<file path="config.mk">
export PLATFORM = sky130hd
export DESIGN_NAME = dda_step_ctrl
export DESIGN_NICKNAME = d
export VERILOG_FILES = /design/src/rtl/dda_pkg.sv /design/src/rtl/dda_regfile.sv /design/src/rtl/dda_step_ctrl.sv
export SDC_FILE = /design/constraint.sdc
export NUM_CORES = 1
export LEC_CHECK = 0
export ABC_AREA = 1
export ABC_CLOCK_PERIOD_IN_PS = 2100
export CORE_MARGIN = 3
export CORE_UTILIZATION = 54
export CTS_BUF_LIST = sky130_fd_sc_hd__clkbuf_2 sky130_fd_sc_hd__clkbuf_4 sky130_fd_sc_hd__clkbuf_8
export CTS_CLUSTER_DIAMETER = 50
export DETAILED_ROUTE_END_ITERATION = 10
export PLACE_DENSITY = 0.81
export SLEW_MARGIN = 25
export SYNTH_ARGS = -nofsm -noshare
export SYNTH_HDL_FRONTEND = slang
export SYNTH_SLANG_ARGS = --single-unit
export TNS_END_PERCENT = 100
</file>
<file path="constraint.sdc">
create_clock -name clk0_020 -period 2.1 [get_ports clk0_020]
set_input_delay 0.42 -clock clk0_020 [delete_from_list [all_inputs] [get_ports clk0_020]]
set_output_delay 0.42 -clock clk0_020 [all_outputs]
set_load 0.02 [all_outputs]
</file>
<file path="src/rtl/dda_pkg.sv">
// Shared register map, FSM state encoding and reset defaults for the DDA step controller.
package dda_pkg;

  localparam logic [2:0] ADDR_CTRL   = 3'd0;
  localparam logic [2:0] ADDR_IC_X   = 3'd1;
  localparam logic [2:0] ADDR_IC_V   = 3'd2;
  localparam logic [2:0] ADDR_B      = 3'd3;
  localparam logic [2:0] ADDR_K      = 3'd4;
  localparam logic [2:0] ADDR_STEPS  = 3'd5;
  localparam logic [2:0] ADDR_STATUS = 3'd6;
  localparam logic [2:0] ADDR_FRAMES = 3'd7;

  localparam int CTRL_RUN_BIT       = 0;
  localparam int CTRL_RESTART_BIT   = 1;
  localparam int STATUS_OVERRUN_BIT = 3;

  localparam int DEFAULT_STEPS = 1;

  typedef enum logic [2:0] {
    ST_IDLE       = 3'd0,
    ST_RESET_DDA  = 3'd1,
    ST_WAIT_FRAME = 3'd2,
    ST_STEP       = 3'd3,
    ST_EMIT       = 3'd4
  } dda_state_t;

endpackage

</file>
<file path="src/rtl/dda_regfile.sv">
// NIOS-facing register file: CTRL decode, shadow parameter registers, sticky overrun and read mux.
module dda_regfile
  import dda_pkg::*;
#(
  parameter int PARAM_W = 18,
  parameter int CNT_W   = 16
) (
  input  logic               clk,
  input  logic               rst,
  input  logic [2:0]         avs_address,
  input  logic               avs_write,
  input  logic               avs_read,
  input  logic [31:0]        avs_writedata,
  output logic [31:0]        avs_readdata,
  input  dda_state_t         state,
  input  logic [CNT_W-1:0]   frames,
  input  logic               overrun_set,
  output logic               run,
  output logic               restart,
  output logic               run_rise,
  output logic [PARAM_W-1:0] sh_ic_x,
  output logic [PARAM_W-1:0] sh_ic_v,
  output logic [PARAM_W-1:0] sh_b,
  output logic [PARAM_W-1:0] sh_k,
  output logic [CNT_W-1:0]   sh_steps
);

  logic        ctrl_wr;
  logic        overrun;
  logic [31:0] rd_mux;
  logic        unused_wdata;

  assign ctrl_wr      = avs_write && (avs_address == ADDR_CTRL);
  assign restart      = ctrl_wr && avs_writedata[CTRL_RESTART_BIT];
  assign run_rise     = ctrl_wr && avs_writedata[CTRL_RUN_BIT] && !run;
  assign unused_wdata = ^avs_writedata[31:PARAM_W];

  always_comb begin
    rd_mux = '0;
    case (avs_address)
      ADDR_IC_X:   rd_mux[PARAM_W-1:0] = sh_ic_x;
      ADDR_IC_V:   rd_mux[PARAM_W-1:0] = sh_ic_v;
      ADDR_B:      rd_mux[PARAM_W-1:0] = sh_b;
      ADDR_K:      rd_mux[PARAM_W-1:0] = sh_k;
      ADDR_STEPS:  rd_mux[CNT_W-1:0]   = sh_steps;
      ADDR_STATUS: begin
        rd_mux[2:0]                = state;
        rd_mux[STATUS_OVERRUN_BIT] = overrun;
      end
      ADDR_FRAMES: rd_mux[CNT_W-1:0]   = frames;
      default:     rd_mux = '0;
    endcase
  end

  // Read data is registered from pre-write values, so a same-cycle write is not visible yet.
  always_ff @(posedge clk) begin
    if (rst) begin
      run          <= 1'b0;
      overrun      <= 1'b0;
      sh_ic_x      <= '0;
      sh_ic_v      <= '0;
      sh_b         <= '0;
      sh_k         <= '0;
      sh_steps     <= CNT_W'(DEFAULT_STEPS);
      avs_readdata <= '0;
    end else begin
      if (avs_write) begin
        case (avs_address)
          ADDR_CTRL:  run      <= avs_writedata[CTRL_RUN_BIT];
          ADDR_IC_X:  sh_ic_x  <= avs_writedata[PARAM_W-1:0];
          ADDR_IC_V:  sh_ic_v  <= avs_writedata[PARAM_W-1:0];
          ADDR_B:     sh_b     <= avs_writedata[PARAM_W-1:0];
          ADDR_K:     sh_k     <= avs_writedata[PARAM_W-1:0];
          ADDR_STEPS: sh_steps <= avs_writedata[CNT_W-1:0];
          default:    ;
        endcase
      end
      // A new overrun event wins over a clearing write in the same cycle so it is never lost.
      if (overrun_set) begin
        overrun <= 1'b1;
      end else if (avs_write && (avs_address == ADDR_STATUS)) begin
        overrun <= 1'b0;
      end
      if (avs_read) begin
        avs_readdata <= rd_mux;
      end
    end
  end

endmodule

</file>
<file path="src/rtl/dda_step_ctrl.sv">
// Frame-synchronous DDA stepping controller: one DDA step per emitted trace sample, STEPS samples per frame.
module dda_step_ctrl
  import dda_pkg::*;
#(
  parameter int PARAM_W = 18,
  parameter int XS_W    = 9,
  parameter int CNT_W   = 16
) (
  input  logic                      clk0_020,
  input  logic                      rst,
  input  logic [2:0]                avs_address,
  input  logic                      avs_write,
  input  logic                      avs_read,
  input  logic [31:0]               avs_writedata,
  output logic [31:0]               avs_readdata,
  input  logic                      vsync_pulse,
  input  logic [XS_W-1:0]           x_shift,
  output logic                      clk_en,
  output logic                      dda_rst,
  output logic signed [PARAM_W-1:0] initial_condition_x,
  output logic signed [PARAM_W-1:0] initial_condition_v,
  output logic signed [PARAM_W-1:0] B,
  output logic signed [PARAM_W-1:0] k,
  output logic                      sample_valid,
  output logic [XS_W-1:0]           sample_data,
  input  logic                      sample_ready
);

  dda_state_t         state, state_next;
  logic               run, restart, run_rise;
  logic [PARAM_W-1:0] sh_ic_x, sh_ic_v, sh_b, sh_k;
  logic [CNT_W-1:0]   sh_steps, steps_act, step_cnt, frames;
  logic               rst_cnt;
  logic               accept_vsync, overrun_set, load_params;
  logic               first_q;
  logic [XS_W-1:0]    sample_q;

  dda_regfile #(
    .PARAM_W (PARAM_W),
    .CNT_W   (CNT_W)
  ) u_regfile (
    .clk           (clk0_020),
    .rst           (rst),
    .avs_address   (avs_address),
    .avs_write     (avs_write),
    .avs_read      (avs_read),
    .avs_writedata (avs_writedata),
    .avs_readdata  (avs_readdata),
    .state         (state),
    .frames        (frames),
    .overrun_set   (overrun_set),
    .run           (run),
    .restart       (restart),
    .run_rise      (run_rise),
    .sh_ic_x       (sh_ic_x),
    .sh_ic_v       (sh_ic_v),
    .sh_b          (sh_b),
    .sh_k          (sh_k),
    .sh_steps      (sh_steps)
  );

  // Restart is checked first in every state so it overrides vsync and run changes.
  always_comb begin
    state_next   = state;
    accept_vsync = 1'b0;
    overrun_set  = 1'b0;
    case (state)
      ST_IDLE: begin
        if (restart || run_rise) state_next = ST_RESET_DDA;
      end
      ST_RESET_DDA: begin
        if (restart)      state_next = ST_RESET_DDA;
        else if (rst_cnt) state_next = run ? ST_WAIT_FRAME : ST_IDLE;
      end
      ST_WAIT_FRAME: begin
        if (restart)          state_next = ST_RESET_DDA;
        else if (!run)        state_next = ST_IDLE;
        else if (vsync_pulse) begin
          accept_vsync = 1'b1;
          state_next   = (sh_steps != '0) ? ST_STEP : ST_WAIT_FRAME;
        end
      end
      ST_STEP: begin
        overrun_set = vsync_pulse;
        state_next  = restart ? ST_RESET_DDA : ST_EMIT;
      end
      ST_EMIT: begin
        overrun_set = vsync_pulse;
        if (restart) state_next = ST_RESET_DDA;
        else if (sample_ready) begin
          if (!run)                       state_next = ST_IDLE;
          else if (step_cnt < steps_act)  state_next = ST_STEP;
          else                            state_next = ST_WAIT_FRAME;
        end
      end
      default: state_next = ST_IDLE;
    endcase
  end

  assign load_params = ((state == ST_RESET_DDA) && !rst_cnt) || accept_vsync;

  always_ff @(posedge clk0_020) begin
    if (rst) begin
      state               <= ST_IDLE;
      rst_cnt             <= 1'b0;
      step_cnt            <= '0;
      frames              <= '0;
      steps_act           <= CNT_W'(DEFAULT_STEPS);
      initial_condition_x <= '0;
      initial_condition_v <= '0;
      B                   <= '0;
      k                   <= '0;
      first_q             <= 1'b0;
      sample_q            <= '0;
    end else begin
      state   <= state_next;
      rst_cnt <= (state == ST_RESET_DDA) && !restart;
      if (load_params) begin
        initial_condition_x <= $signed(sh_ic_x);
        initial_condition_v <= $signed(sh_ic_v);
        B                   <= $signed(sh_b);
        k                   <= $signed(sh_k);
        steps_act           <= sh_steps;
        step_cnt            <= '0;
      end else if (state == ST_STEP) begin
        step_cnt <= step_cnt + 1'b1;
      end
      if (accept_vsync) frames <= frames + 1'b1;
      first_q <= (state == ST_STEP) && (state_next == ST_EMIT);
      if (first_q) sample_q <= x_shift;
    end
  end

  // The DDA only settles after the step edge, so the entry cycle forwards x_shift live and then holds it.
  assign clk_en       = !rst && ((state == ST_RESET_DDA) || (state == ST_STEP));
  assign dda_rst      = rst || (state == ST_RESET_DDA);
  assign sample_valid = !rst && (state == ST_EMIT);
  assign sample_data  = rst ? '0 : (first_q ? x_shift : sample_q);

endmodule
</file>
==> reports/summary.txt <==
ROUTE
-------------------------------------------------------------------------------
Top layer reached by signal wires ................................         met4
DRC violations left ..............................................            0
Number of DRC markers after the initial detailed-route iteration .          907
Total via count after detailed routing ...........................         9840
Length of routed wiring on met1 ..................................     12200 um
Final wirelength .................................................     28900 um
Met3 wire len ....................................................      2380 um
Routed wirelength normalized by instance count ...................      16.4 um
Count of nets left with antenna violations after detail routing ..            0
Via density per instance .........................................         5.58
Number of detailed-routing iterations run before antenna repair ..            5
Met2 wire length .................................................     13200 um

FLOORPLANNING
-------------------------------------------------------------------------------
Die Y ............................................................       143 um
Number of core rows ..............................................           49
Count of boundary I/O pins .......................................          166
Full die area ....................................................  20400 sq um
Starting density of the core .....................................        0.556
Core Area ........................................................  18100 sq um
X dimension of the die ...........................................       143 um

GLOBAL ROUTE
-------------------------------------------------------------------------------
Global-route wire length before repair ...........................     46600 um
Final global-route overflow total ................................            0
Maximum number of pins on one net before global-route repair .....          177
Vias in the first global route ...................................         9434
Antenna violations before repair .................................            0
Total Routing Usage GR ...........................................        0.282

STA
-------------------------------------------------------------------------------
Highest achievable clock rate ....................................      435 MHz
Count of final setup violators ...................................            3
Worst slew slack as a fraction of its limit ......................        0.585
Final slew viol count ............................................            0
Final-report hold violation count ................................            0
Post-layout min period ...........................................      2.30 ns
RSZ-0062 raised after global routing .............................          yes
Final Cycle Share ................................................         1.10
Pin slew with the least headroom to its limit ....................     0.622 ns
Final worst setup slack ..........................................    -0.201 ns
Setup Skew .......................................................    0.0176 ns

PLACED DESIGN
-------------------------------------------------------------------------------
HPWL Detailed ....................................................     20200 um
Last weighted congestion value of the routability-driven placer ..        0.944
Post-placement worst setup slack .................................    -0.170 ns
Number of I/O port buffers .......................................          137

CLOCKING
-------------------------------------------------------------------------------
Number of H-tree branching levels ................................            2
Total of hold buffers inserted after clock tree synthesis ........            0
Count of clock tree sinks ........................................          242
Total clock buffers created by CTS ...............................           40
Clk Tree Root Cell ............................................... sky130_fd_sc_hd__clkbuf_8
Insertion delay of the later-clocked pin in the worst-skew pair ..      0.55 ns
Worst-path clk slew ..............................................      0.06 ns
Maximum root-to-sink buffer count ................................            3
TritonCTS clock tree .............................................          yes

WORST SETUP PATH
-------------------------------------------------------------------------------
FF-to-FF setup slack .............................................      0.20 ns
Category of the worst setup path capture point ................... primary output
Type of element launching the critical path ......................     register
Depth of the most critical reg-to-reg path .......................           10
Critical-path maximum fanout .....................................            9
Worst Setup SP ...................................................      first_q
Data arrival time of the critical path ...........................      1.88 ns
WS Path Type .....................................................   reg -> out
RR Startpoint ....................................................     state[2]
Data required, critical path .....................................      1.68 ns

MIN PATH
-------------------------------------------------------------------------------
Critical hold path startpoint ....................................          rst
Worst min-delay path class .......................................    in -> reg
Cells on Worst Hold Path .........................................            4

FINAL LAYOUT
-------------------------------------------------------------------------------
Count of antenna diodes in the layout ............................            0
Util after Layout ................................................        0.711
Net count, final .................................................         1576
Share of cells above drive strength 1 ............................        0.117
Synthesis-to-layout area growth ..................................        27.9%

STATUS
-------------------------------------------------------------------------------
Violations in the final reports .................................. negative setup slack
Run status ....................................................... finished, violations left

FLOW RUN
-------------------------------------------------------------------------------
Maximum Capacitance Violations ...................................            0

POWER
-------------------------------------------------------------------------------
Largest vdd supply drop ..........................................     0.517 mV
Pwr/cell area ....................................................  780 nW/um^2
Overall power ....................................................      10.1 mW
Leak pwr .........................................................      5.21 nW

YOSYS
-------------------------------------------------------------------------------
Post-synthesis average cell area .................................   7.62 sq um
Cell variety after synth .........................................           40
Most used DFF post-synth ......................................... sky130_fd_sc_hd__dfxtp_1
Cells after synthesis ............................................         1323
Asr flop ratio synth .............................................            0
Post-synthesis register bit count ................................          242
Syn. warnings ....................................................            0
EDFF count, synth ................................................            0
Summed instance area of the synthesized netlist ..................  10100 sq um
Register area share after synthesis ..............................        0.480

==> critical path, cell delays in order, from the launching register on <==
cell,delay [ns]
sky130_fd_sc_hd__dfxtp_1,0.34
sky130_fd_sc_hd__buf_4,0.15
sky130_fd_sc_hd__o21ai_0,0.09
sky130_fd_sc_hd__nor2_1,0.12
sky130_fd_sc_hd__clkdlybuf4s50_1,0.64
==> cell families (layout without fill, tap and decap cells) <==
family | after synthesis | after routing | synth area share
xor+xnor | 8 | 8 | 0.00695
simple gates | 380 | 380 | 0.162
flops | 242 | 242 | 0.480
fa+ha+maj | 17 | 17 | 0.0211
buf+inv | 228 | 428 | 0.0989
other cells | 1 | 14 | 0.000372
compound gates | 447 | 447 | 0.230
==> power by group <==
| group | switching [mW] | internal, mW |
|---|---|---|
| clock | 1.86 | 2.45 |
| sequential | 0.0808 | 4.74 |
| combinational | 0.558 | 0.376 |
| total | 2.50 | 7.56 |
==> through the flow <==
stage	hold slack (ns)	setup TNS (ns)	cell area (sq um)	cells
2_1_floorplan	0.444	0	10100	1336
3_3_place_gp	0.455	-5.55	12100	1696
4_1_cts	0.325	-0.921	12900	1765
6_report	0.354	-0.569	12900	1765
5_1_grt	0.345	-1.51	12900	1765
3_5_place_dp	0.459	-8.03	12100	1696
==> routing by layer <==
| metal | GRT usage | up-vias |
|---|---|---|
| li1 | - | 4767 |
| met1 | 0.378 | 4562 |
| met2 | 0.448 | 429 |
| met3 | 0.0472 | 82 |
| met4 | 0.132 | 0 |
| met5 | 0 | - |
==> path summary, 6_finish.rpt <==
check                                                  to
worst max register to register     initial_condition_v[7]
worst min-delay path                          sample_q[4]
worst min register to register  u_regfile.avs_readdata[6]
worst max-delay path                       sample_data[4]
==> repair_timing <==
item                                    4_1_cts  5_1_grt
gates resized for setup                      13        4
setup buffers                                 0        0
endpoints found under the setup margin       12       11
endpoints found under the hold margin         0        0
==> sequential cells by signal, indices dropped and copies added, names as in the netlist, 3 cells and up <==
name / flops
k: 18
u_regfile.sh_k: 18
frames: 16
initial_condition_v: 18
B: 18
state: 3
u_regfile.sh_b: 18
u_regfile.sh_steps: 16
sample_q: 9
initial_condition_x: 18
u_regfile.sh_ic_v: 18
step_cnt: 16
steps_act: 16
u_regfile.sh_ic_x: 18
u_regfile.avs_readdata: 18
==> cells in the mapped netlist (3+ instances only) <==
cell type	count	area, sq um
sky130_fd_sc_hd__a22oi_1	13	97.6
sky130_fd_sc_hd__nand4_1	10	62.6
sky130_fd_sc_hd__o21a_1	3	22.5
sky130_fd_sc_hd__inv_2	9	33.8
sky130_fd_sc_hd__a21oi_1	197	986
sky130_fd_sc_hd__nor3_1	19	95.1
sky130_fd_sc_hd__clkbuf_1	38	143
sky130_fd_sc_hd__buf_2	19	95.1
sky130_fd_sc_hd__nor2_1	146	548
sky130_fd_sc_hd__ha_1	17	213
sky130_fd_sc_hd__buf_1	4	15.0
sky130_fd_sc_hd__buf_6	7	78.8
sky130_fd_sc_hd__buf_4	17	128
sky130_fd_sc_hd__nor4_1	4	25.0
sky130_fd_sc_hd__o22ai_1	16	100
sky130_fd_sc_hd__nand2_1	147	552
sky130_fd_sc_hd__o21ai_1	70	350
sky130_fd_sc_hd__nand3_1	33	165
sky130_fd_sc_hd__inv_1	131	492
sky130_fd_sc_hd__o211ai_1	3	22.5
sky130_fd_sc_hd__o21ai_0	140	701
sky130_fd_sc_hd__nor2_2	4	25.0
sky130_fd_sc_hd__dfxtp_1	242	4840
sky130_fd_sc_hd__xnor2_1	3	26.3
sky130_fd_sc_hd__nor3_2	4	40.0
sky130_fd_sc_hd__xor2_1	5	43.8
sky130_fd_sc_hd__nor3b_1	3	22.5
==> layout by cell type, fill, tap and decap left out, drive strengths merged, types with 16 or more instances in the layout <==
| cell | count |
|---|---|
| a21oi | 197 |
| buf | 83 |
| clkbuf | 63 |
| clkdlybuf4s50 | 127 |
| dfxtp | 242 |
| ha | 17 |
| inv | 142 |
| nand2 | 149 |
| nand3 | 35 |
| nor2 | 152 |
| nor3 | 24 |
| o21ai | 210 |
| o22ai | 16 |
==> layout make-up <==
cell class	instances	area (sq um)
repair buffers	217	2100
clock inverters	6	67.6
flip-flops and latches	242	4850
fillers	1386	5250
inverters	142	536
clock buffers	63	767
well taps	229	287
multi-input cells	866	4300
Note: power is estimated with default switching activity, not from simulation.
==> patch, RTL diff (same flow settings) <==
`CNT_W` is set to 16 in 2 places; all go to 20.
--- a/src/rtl/dda_regfile.sv
+++ b/src/rtl/dda_regfile.sv
@@ -3,7 +3,7 @@
   import dda_pkg::*;
 #(
   parameter int PARAM_W = 18,
-  parameter int CNT_W   = 16
+  parameter int CNT_W   = 20
 ) (
   input  logic               clk,
   input  logic               rst,
--- a/src/rtl/dda_step_ctrl.sv
+++ b/src/rtl/dda_step_ctrl.sv
@@ -4,7 +4,7 @@
 #(
   parameter int PARAM_W = 18,
   parameter int XS_W    = 9,
-  parameter int CNT_W   = 16
+  parameter int CNT_W   = 20
 ) (
   input  logic                      clk0_020,
   input  logic                      rst,
Behaviour: not the same (a bounded check fails within 4 cycles, from zero or initial values and one cycle with rst high).
==> patch against the unedited design <==
Clock skew increased by 0.0021 ns. First-iteration DRC count increased by 24%. Hold slack improved by 0.11 ns. Sequential cell count increased by 18. Global-route usage increased by 1.3 points. Die area increased by 9.8%. Cell area increased by 7.8%. Routed wire length increased by 18%. Worst setup slack improved by 0.28 ns. Power increased by 7.0%. Clock power increased by 6.0%. Synthesized area increased by 10%. Register-to-register slack improved by 0.11 ns.
==> patch: results (changes against the unedited design) <==
run_status:
  status: "finished clean"
global_routing:
  grt_usage_pct: 29.55  # +1.3 points
  grt_start_max_net_pins: 185  # +4.5%
  grt_pass1_vias: 10190  # +8.0%
  antenna_found_initial: 1  # +1
  grt_pass1_wl_um: 52820  # +13%
placed_design:
  pre_cts_ws_ns: -0.2641  # -0.09435 ns
  dpl.hpwl_um: 24040  # +19%
  gp_congestion: 0.9556  # +1.2%
worst_hold_path:
  hp-class: "reg2reg"
drt:
  dr.pass1.iters: 8  # +3
  initialDrtViolationCount: 1121  # +24%
  wl_per_cell_um: 17.51  # +7.1%
  vias_per_cell: 5.597  # +0.40%
setup_path:
  critPathSlowestCell: "dfxtp_1"
  cpLargestDelayFamily: "simple AND/OR/NAND/NOR gates"
  arrival_ns: 1.60  # -0.28 ns
  cpPeakStageDelay_ns: 0.35  # -0.29 ns
  path_max_fanout: 4  # -5
final_layout:
  drive_above_1_share_pct: 9.964  # -1.7 points
  n_fill_cell: 1588  # +15%
  fin_nets: 1716  # +8.9%
synthesis:
  yosys-top-cells-count: "dfxtp_1, a21oi_1, nand2_1"
  syn_area_per_cell_um2: 7.540  # -1.1%
  ys_seq_area_share_pct: 46.80  # -1.2 points
  yosys-top-cells-area: "dfxtp_1, a21oi_1, o21ai_0"
cts:
  cts_resized: 14  # +1
power:
  p_leak_nw: 5.411  # +3.8%
  vdd.ir_drop.worst_mv: 0.6437  # +24%
timing:
  fin_skew_ns: 0.01966  # +0.002083 ns
==> patch: cell count changes after synthesis, sizes merged, moves of 13 or more <==
cell    change
inv        +51
nand2      +42
a21oi      +39
nor2       -29
dfxtp      +18
nand3      +13
nand3b     +13
==> patch: layer usage <==
metal | wire length, um | share of wire [%] | GRT usage [%] | vias to the layer above
li1 | - | - | - | 5216
met1 | 13710 | 40 | 38.20 | 4954
met2 | 15290 | 45 | 47.01 | 576
met3 | 3468 | 10 | 6.905 | 116
met4 | 1497 | 4.4 | 13.78 | 2
met5 | 13 | 0.038 | 0 | -
==> patch: through the flow <==
step                      instance area [um^2]  total power (W)  utilization, %
after floorplan                          11160         0.005812               -
after detailed placement                 13060         0.006265           65.80
after global placement                   13060         0.006243           65.80
after CTS                                13940          0.01079           70.23
after global routing                     13900          0.01110           70.05
final                                    13900          0.01076           70.05
==> patch: kinds of logic after synthesis <==
family	after synthesis	synth area share, %
XOR/XNOR	11	0.8663
adder cells (fa/ha/maj)	21	2.362
AO/OA/AOI/OAI	497	23.29
other	1	0.03372
AND/OR/NAND/NOR	403	15.83
buffers and inverters	282	10.82
flip-flops	260	46.80
==> patch: final cells by class <==
type	instances	area, um^2	share of cell area (%)
Inverter	193	728.2	5.238
Tap cell	265	331.6	2.385
Clock buffer	68	842.1	6.057
Clock inverter	8	51.30	0.3690
Timing Repair Buffer	203	1989	14.31
Sequential cell	260	5205	37.44
Multi-Input combinational cell	944	4755	34.20
==> patch: final timing paths <==
check	start	endpoint	slack (ns)	depth (start not counted)
setup / recovery	state[1]	sample_valid	0.08	4
hold / removal	u_regfile.avs_readdata[3]	u_regfile.avs_readdata[3]	0.46	2
setup reg to reg	state[2]	initial_condition_v[5]	0.31	8
hold reg to reg	u_regfile.avs_readdata[3]	u_regfile.avs_readdata[3]	0.46	2
==> patch: power groups by stage <==
| stage | Clock, W | Sequential, W | Combinational (W) |
|---|---|---|---|
| floorplan | 0 | 0.00534 | 0.000472 |
| global placement | 0 | 0.00527 | 0.000968 |
| detailed placement | 0 | 0.00528 | 0.000988 |
| CTS | 0.00462 | 0.00517 | 0.000997 |
| global route | 0.00482 | 0.00518 | 0.00109 |
| finish | 0.00457 | 0.00518 | 0.00101 |
==> patch: worst register-to-register path, cell delays in order, from the launching register on <==
cell and delay [ns]:
dfxtp_1 0.35, inv_2 0.14, nand3_1 0.16, nor2_1 0.17, inv_1 0.09, nand2_4 0.24
buf_4 0.29, o21ai_0 0.11, a21oi_1 0.18
